## src/rtl/riscv_pkg.sv

```systemverilog
// Shared instruction-memory constants and the response owner tag used by the imem arbiter.
// BRAM geometry, window base and the NOP returned on faulting fetches live here.
package riscv_pkg;

   localparam int          IMEM_ADDR_BITS = 10;
   localparam logic [31:0] IMEM_BASE      = 32'h0000_0000;
   localparam logic [31:0] NOP_INSTR      = 32'h0000_0013;

   typedef enum logic [1:0] {
      OWN_NONE  = 2'd0,
      OWN_FETCH = 2'd1,
      OWN_LOAD  = 2'd2,
      OWN_FAULT = 2'd3
   } owner_t;

endpackage

```

## src/rtl/rr_arb2.sv

```systemverilog
// Two-input round-robin arbiter: combinational grant, pointer flips only after a contested grant.
// req[0] has priority while the pointer is 0, req[1] while it is 1; nothing is granted during reset.
module rr_arb2 (
   input  logic       clk,
   input  logic       rst,
   input  logic [1:0] req,
   output logic [1:0] gnt
);

   logic r_ptr;

   always_comb begin
      gnt = 2'b00;
      if (!rst) begin
         if (req == 2'b11) begin
            gnt = r_ptr ? 2'b10 : 2'b01;
         end else begin
            gnt = req;
         end
      end
   end

   always_ff @(posedge clk) begin
      if (rst) begin
         r_ptr <= 1'b0;
      end else if (req == 2'b11) begin
         r_ptr <= ~r_ptr;
      end
   end

endmodule

```

## src/rtl/imem_port_arbiter.sv

```systemverilog
// Shares the single-port instruction BRAM between fetch (read-only) and the loader (read/write).
// One BRAM access per cycle, 1-cycle response steered by a registered owner tag; bad fetches fault without a BRAM access.
module imem_port_arbiter
#(
   parameter int          ADDR_BITS = riscv_pkg::IMEM_ADDR_BITS,
   parameter logic [31:0] BASE_ADDR = riscv_pkg::IMEM_BASE,
   parameter logic [31:0] NOP_INSTR = riscv_pkg::NOP_INSTR
)
(
   input  logic                 clk,
   input  logic                 rst,
   input  logic                 f_req_valid,
   output logic                 f_req_ready,
   input  logic [31:0]          f_req_addr,
   input  logic                 f_flush,
   output logic                 f_rsp_valid,
   output logic [31:0]          f_rsp_data,
   output logic                 f_rsp_err,
   input  logic                 l_req_valid,
   output logic                 l_req_ready,
   input  logic                 l_req_we,
   input  logic [ADDR_BITS-1:0] l_req_addr,
   input  logic [31:0]          l_req_wdata,
   output logic                 l_rsp_valid,
   output logic [31:0]          l_rsp_data,
   output logic                 bram_en,
   output logic                 bram_we,
   output logic [ADDR_BITS-1:0] bram_addr,
   output logic [31:0]          bram_din,
   input  logic [31:0]          bram_dout
);

   import riscv_pkg::*;

   localparam logic [32:0] WIN_BYTES = 33'd4 << ADDR_BITS;

   logic [32:0] w_off;
   logic        w_in_range;
   logic        w_f_fault;
   logic [1:0]  w_req;
   logic [1:0]  w_gnt;
   logic        w_f_live;
   logic        w_l_live;
   owner_t      r_f_tag;
   owner_t      r_l_tag;

   // 33-bit subtract so addresses below the base wrap into bit 32 and fail the window check
   assign w_off      = {1'b0, f_req_addr} - {1'b0, BASE_ADDR};
   assign w_in_range = (f_req_addr[1:0] == 2'b00) && !w_off[32] && (w_off < WIN_BYTES);
   assign w_f_fault  = !rst && f_req_valid && !w_in_range;
   assign w_req      = {l_req_valid, f_req_valid & w_in_range};

   rr_arb2 u_arb (
      .clk (clk),
      .rst (rst),
      .req (w_req),
      .gnt (w_gnt)
   );

   always_comb begin
      f_req_ready = w_gnt[0] | w_f_fault;
      l_req_ready = w_gnt[1];
      bram_en     = |w_gnt;
      bram_we     = w_gnt[1] & l_req_we;
      bram_addr   = '0;
      bram_din    = '0;
      if (w_gnt[1]) begin
         bram_addr = l_req_addr;
         bram_din  = l_req_wdata;
      end else if (w_gnt[0]) begin
         bram_addr = w_off[ADDR_BITS+1:2];
      end
   end

   // Fetch and loader tags are separate: a fault and a loader read can both answer in the same cycle
   always_ff @(posedge clk) begin
      if (rst) begin
         r_f_tag <= OWN_NONE;
         r_l_tag <= OWN_NONE;
      end else begin
         r_f_tag <= w_f_fault ? OWN_FAULT : (w_gnt[0] ? OWN_FETCH : OWN_NONE);
         r_l_tag <= (w_gnt[1] && !l_req_we) ? OWN_LOAD : OWN_NONE;
      end
   end

   assign w_f_live = !rst && !f_flush && ((r_f_tag == OWN_FETCH) || (r_f_tag == OWN_FAULT));
   assign w_l_live = !rst && (r_l_tag == OWN_LOAD);

   always_comb begin
      f_rsp_valid = w_f_live;
      f_rsp_err   = 1'b0;
      f_rsp_data  = '0;
      if (w_f_live) begin
         f_rsp_err  = (r_f_tag == OWN_FAULT);
         f_rsp_data = (r_f_tag == OWN_FAULT) ? NOP_INSTR : bram_dout;
      end
      l_rsp_valid = w_l_live;
      l_rsp_data  = w_l_live ? bram_dout : '0;
   end

endmodule

```

## config.mk

```make
export PLATFORM = sky130hd
export DESIGN_NAME = imem_port_arbiter
export DESIGN_NICKNAME = d
export VERILOG_FILES = /design/src/rtl/riscv_pkg.sv /design/src/rtl/rr_arb2.sv /design/src/rtl/imem_port_arbiter.sv
export SDC_FILE = /design/constraint.sdc
export NUM_CORES = 1
export LEC_CHECK = 0
export CORE_ASPECT_RATIO = 0.5
export CORE_MARGIN = 2
export CORE_UTILIZATION = 20
export DETAILED_ROUTE_END_ITERATION = 6
export GPL_TIMING_DRIVEN = 0
export PLACE_DENSITY = 0.84
export SYNTH_ARGS = -nofsm -noshare
export SYNTH_HDL_FRONTEND = slang
export SYNTH_SLANG_ARGS = --single-unit
```

## constraint.sdc

```tcl
create_clock -name clk -period 1.88 [get_ports clk]
set_input_delay 0.188 -clock clk [delete_from_list [all_inputs] [get_ports clk]]
set_output_delay 0.188 -clock clk [all_outputs]
set_load 0.01 [all_outputs]
```

---- Word-level counts from Yosys, hierarchy flattened ----
Cells that the tools add are included.
cells by class
  order comparisons ....................... 1
  equality and inequality tests ........... 4
  multiplexer cells ....................... 13
  bitwise gates (word level) .............. 4
  reduce and logical (&&, ||, !) cells .... 14
operators with widths
  kind                  number
  $mux 32               4
  $lt 32x13->1 const B  1
  $mux 10               2
  $mux 2                5
  $logic_and 1x1->1     7
  $eq 2x2->1 const B    3
  $logic_not 1->1       4
  $and 1x1->1           2
  $eq 2x1->1 const B    1
  $logic_not 2->1       1
  $mux 1                2
  $reduce_or 2->1       1
  $logic_or 1x1->1      1
  $not 1->1             1
  $or 1x1->1            1
word-level totals
  flip-flop bits (word level) ............. 5
  input port bits ......................... 112

---- Logic depth before layout (Yosys ltp) ----
  word-level depth ........................ 8
  gate-level depth with buffers ........... 5
  mapped depth without buffers ............ 4

---- Modules after synthesis ----
Synthesis repeated with hierarchy kept, for this count alone.
second synthesis, totals
  cells, all modules ...................... 152
  area, all modules ....................... 1046.0 µm²
modules (own cells, without submodules)
  module             times used  cells each  area each (µm²)
  imem_port_arbiter  1           144         974.7
  rr_arb2            1           8           71.3

---- Worst setup path after synthesis ----
Ideal clock, no wire load.
  path type ............................... register to output
  start ................................... register r_f_tag[0]
  end ..................................... output f_rsp_data[21]
  data arrival time ....................... 1.459 ns
  path slack .............................. 0.233 ns
  cell stages (with the launch flop) ...... 6
  path through ............................ dfxtp_1 -> nor3b_4 -> a21boi_0 -> clkbuf_1 -> clkbuf_1 -> and2_1
on the way
  cells in the longest elaborated chain, start to end .. 4
ends and longest elaborated chain
  element                                          RTL line                 text
  start, declared                                  imem_port_arbiter.sv:44  owner_t r_f_tag;
  start signal, assigned                           imem_port_arbiter.sv:81  r_f_tag <= w_f_fault ? OWN_FAULT : (w_gnt[0] ? OWN_FETCH : OWN_NONE);
  $eq 2x1->1 / $eq 2x2->1 (equally long branches)  imem_port_arbiter.sv:86  assign w_f_live = !rst && !f_flush && ((r_f_tag == OWN_FETCH) || (r_f_tag == OWN_FAULT));
  $logic_or 1x1->1 *                               imem_port_arbiter.sv:86
  $logic_and 1x1->1 *                              imem_port_arbiter.sv:86
  named net f_rsp_valid                            imem_port_arbiter.sv:16  output logic f_rsp_valid,
  $mux 32 *                                        imem_port_arbiter.sv:93  if (w_f_live) begin
  end, declared                                    imem_port_arbiter.sv:17  output logic [31:0] f_rsp_data,
The timed path passes the listed nets; every way through them passes the cells marked *.

---- Final worst setup path ----
  start ................................... input f_req_addr[19]
  end ..................................... output bram_addr[2]
on the way
  cells in the longest elaborated chain, start to end .. 8
ends and longest elaborated chain
  element              RTL line                 text
  start, declared      imem_port_arbiter.sv:14  input logic [31:0] f_req_addr,
  $lt 32x13->1 *       imem_port_arbiter.sv:49  assign w_in_range = (f_req_addr[1:0] == 2'b00) && !w_off[32] && (w_off < WIN_BYTES);
  $logic_and 1x1->1 *  imem_port_arbiter.sv:49
  $and 1x1->1 *        imem_port_arbiter.sv:51  assign w_req = {l_req_valid, f_req_valid & w_in_range};
  $eq 2x2->1           rr_arb2.sv:15            if (req == 2'b11) begin
  $mux 2 *             rr_arb2.sv:15
  $mux 2 *             rr_arb2.sv:14            if (!rst) begin
  $mux 10              imem_port_arbiter.sv:70  end else if (w_gnt[0]) begin
  $mux 10 *            imem_port_arbiter.sv:67  if (w_gnt[1]) begin
  end, declared        imem_port_arbiter.sv:28  output logic [ADDR_BITS-1:0] bram_addr,
Every way passes the cells marked *; elsewhere a longest branch is shown, timed or not.

==> summary.txt <==
Setup path
  – List of cells traversed by the critical path: dlygate4sd2_1 -> nor2_2 -> nand4_4 -> or3_4 -> buf_6 -> a32o_1 -> buf_2
  – Required time of the critical path: 1.69 ns
  – Maximum fanout along the worst path: 5
  – Slowest cell delay on critical path: roughly 0.38 ns
  – Arrival @ worst endpoint: around 1.7 ns
  – Critical path origin: f_req_addr[19]
  – Startpoint Class: primary input
  – Worst Setup EP: bram_addr[2]
  – Slack of the worst reg-to-reg path: 0.65 ns
  – Endpoint kind of the worst setup timing path: primary output
  – Worst reg2reg path endpoint: r_l_tag[1]
  – Cell depth of the worst flop-to-flop path: 4
  – Highest-delay cell along the critical path: sky130_fd_sc_hd__or3_4
  – Classification of the worst setup path: in2out
  – Origin of the critical flop-to-flop path: u_arb.r_ptr

Placed design
  – Global placer's final weighted congestion: about 0.9
  – Cell Count Post-Placement: approximately 460
  – Total half-perimeter wirelength after legalization and detailed placement: between 6 and 7 mm
  – Count of input and output buffers: about 220

Outcome
  – Outcome: complete, but fails checks
  – Violated checks: negative setup slack

Route
  – Total Wirelength: approximately 7.9 mm
  – Total via count after detailed routing: 2112
  – Remaining DRCs: 0
  – Post-DR vias/cell: about 4.4
  – Number of detailed-route iterations in the first pass: 4
  – Wire length per cell: around 16 um
  – Detailed Route Iter0 Violations: 73
  – Antenna-violating nets left: 0

Layout
  – Storage cell area: just over 80 um^2
  – Commonest cells after routing, fill and taps aside: 123 x sky130_fd_sc_hd__clkdlybuf4s50_1, 92 x sky130_fd_sc_hd__and2_1, 54 x sky130_fd_sc_hd__buf_2, 25 x sky130_fd_sc_hd__dlygate4sd2_1, 13 x sky130_fd_sc_hd__buf_4
  – Area of the multi-input gates: about 1100 um^2
  – Most common cell after layout, fill and taps aside: sky130_fd_sc_hd__clkdlybuf4s50_1
  – Number of nets in the layout: around 520
  – Area added between synthesis and finish: 214%
  – Post-route non-filler standard cell count: just under 500
  – Number of inserted diodes: 0
  – Fill cells: ~470
  – Share of post-route cells with drive strength above 1: a little under a third

Clock tree
  – Root cell of the clock tree: sky130_fd_sc_hd__clkbuf_16
  – Hold_buf cts: 0
  – Worst-path clk slew: about 0.030 ns
  – Clock network latency to the later pin of the worst-skew pair: roughly 0.23 ns
  – Maximum level of the CTS H-tree: 1
  – Clock sinks: 4
  – Maximum root-to-sink buffer count: 2
  – Number of buffers inserted during clock tree synthesis: 3
  – TritonCTS clock tree: done

Logic synthesis
  – Count of mapped cells out of synthesis: 165
  – Fraction of the yosys area taken by sequential cells: between 7 and 8%
  – Syn Std Cell Area: roughly 1100 um^2
  – #FFs+latches synth: 4
  – Number of warnings issued by yosys: 0
  – Avg Cell Area, Syn: about 6.9 um^2
  – Number of distinct standard cells referenced by the synthesized netlist: 23
  – Syn Nets: approximately 280

Floorplan
  – Horizontal extent of the die: 111 um
  – I/O pin count: approximately 230
  – Die Span Y: roughly 57 um
  – Die footprint: approximately 6300 um^2
  – Std cell rows: 19
  – Core Footprint: between 5000 and 6000 um^2
  – Starting Density: between 20 and 25%

Global route
  – Global route total overflow: 0
  – Initial antenna violation count: 0
  – Pin count of the biggest net entering global routing: 11
  – Number of global-route vias before repair: ~2200
  – First-pass GRT wire length: approximately 12 mm
  – GRT Util Overall: 23.2%

Timing
  – Period utilisation layout: 101%
  – Tightest hold margin: approximately 0.45 ns
  – Max_slew headroom: ~70%
  – Setup ws final: -0.0108 ns
  – Clock skew after layout: ~0.004 ns
  – F_max: between 500 and 600 MHz
  – Final critical path time including I/O delays and setup: around 1.9 ns
  – Final-layout setup total negative slack: -0.0142 ns
  – RSZ-0062 raised after global routing: true
  – Total count of hold-check failures in the final report: 0
  – Slew Viols, Final: 0
  – Setup Viol. Count Final: 3
  – Transition time at the pin with the least slew margin: approximately 0.45 ns

Worst hold path
  – Launch instance of the worst min-delay path: f_req_addr[28]
  – Type of the worst min-delay path: in2reg

Pwr
  – Share of total power in the clock network: 35.8%
  – Internal power: slightly below 700 uW
  – Fraction of power consumed by combinational cells: about 54%
  – Share of total power consumed by net switching: 26.5%
  – Static leakage: 1.72 nW
  – Pwr Density: ~260 nW/um^2
  – Switching Power: 248 uW
  – Flop pwr share: 9.9%
  – Maximum vdd ir drop: around 0.24 mV

Flow run
  – # Max-Cap Violations: 0
[metrics by stage]
stage / setup WS (ns) / area [um^2] / power, mW / utilization [%]
final: -0.0108 / 3570 / 0.936 / 65.0
after global routing: -0.0876 / 3570 / 0.978 / 65.0
after CTS: -0.0867 / 3560 / 0.919 / 64.8
after detailed placement: -1.05 / 3470 / 0.600 / 63.2
after global placement: -1.05 / 3470 / 0.592 / 63.2
after floorplan: 0.233 / 1140 / 0.213 / -
[synthesized netlist by cell type]
cell type,n,area [um^2]
sky130_fd_sc_hd__or2_2,1,6.26
sky130_fd_sc_hd__mux2_2,1,11.3
sky130_fd_sc_hd__nand2_1,4,15.0
sky130_fd_sc_hd__buf_2,1,5.00
sky130_fd_sc_hd__dfxtp_1,4,80.1
sky130_fd_sc_hd__a21boi_0,1,7.51
sky130_fd_sc_hd__buf_6,1,11.3
sky130_fd_sc_hd__a31oi_1,2,12.5
sky130_fd_sc_hd__nor2b_1,14,87.6
sky130_fd_sc_hd__or3_1,1,6.26
sky130_fd_sc_hd__nor3_2,1,10.0
sky130_fd_sc_hd__and2_1,95,594
sky130_fd_sc_hd__nand2b_1,2,12.5
sky130_fd_sc_hd__nor4_1,2,12.5
sky130_fd_sc_hd__nor2_1,4,15.0
sky130_fd_sc_hd__nand4_2,1,12.5
sky130_fd_sc_hd__clkbuf_1,10,37.5
sky130_fd_sc_hd__a32o_1,10,100
sky130_fd_sc_hd__nor3b_4,1,18.8
sky130_fd_sc_hd__nor3_1,2,10.0
sky130_fd_sc_hd__nor4_2,3,37.5
sky130_fd_sc_hd__o21a_1,3,22.5
sky130_fd_sc_hd__o31a_2,1,10.0
[worst max-delay path: cells and delay by family]
| family | cells | cell delay, ns |
|---|---|---|
| compound gates | 1 | 0.25 |
| simple gates | 3 | 0.71 |
| buf+inv | 3 | 0.55 |
[worst min path at each step]
stage                     depth (start not counted)          to
after detailed placement                          1  r_f_tag[0]
after global routing                              5  r_f_tag[1]
after global placement                            1  r_f_tag[0]
after CTS                                         3  r_f_tag[0]
after floorplan                                   1  r_l_tag[1]
final                                             5  r_f_tag[1]
[power groups by stage]
stage | Clock (mW) | Combinational, mW | Sequential, mW
6_report | 0.335 | 0.508 | 0.0922
5_1_grt | 0.345 | 0.541 | 0.0926
4_1_cts | 0.338 | 0.489 | 0.0919
3_5_place_dp | 0 | 0.507 | 0.0922
3_3_place_gp | 0 | 0.500 | 0.0920
2_1_floorplan | 0 | 0.122 | 0.0912
[cell families (layout without fill, tap and decap cells)]
kind of cell / Yosys count / count (layout) / share of synthesized area, %
multiplexers: 1 / 1 / 0.991
AO/OA/AOI/OAI: 17 / 18 / 13.4
AND/OR/NAND/NOR: 131 / 131 / 73.8
buffers and inverters: 12 / 255 / 4.74
flip-flops: 4 / 4 / 7.05
[final cells by class]
| class | count | share of cell area (%) |
|---|---|---|
| repair buffers | 240 | 57.4 |
| multi-input cells | 150 | 32.2 |
| plain buffers | 12 | 3.50 |
| well taps | 73 | 2.56 |
| flip-flops and latches | 4 | 2.28 |
| clock buffers | 3 | 2.10 |
[state kept, by name (all words and copies together), names as in the netlist]
register,count
r_f_tag,2
r_l_tag,1
u_arb.r_ptr,1
[what timing repair did]
| action | in CTS | in global routing |
|---|---|---|
| gates resized for setup | 314 | 67 |
| pin swaps | 22 | 11 |
| buffers inserted | 10 | 2 |
| gates cloned | 5 | 0 |
| endpoints found under the setup margin | 113 | 92 |
[per-layer routing]
layer	track usage (%)	wire [um]
met2	47.4	4510
met3	3.72	352
met5	0	0
met1	26.2	3010
met4	3.93	67
No activity file was read; power rests on OpenSTA's default activity.
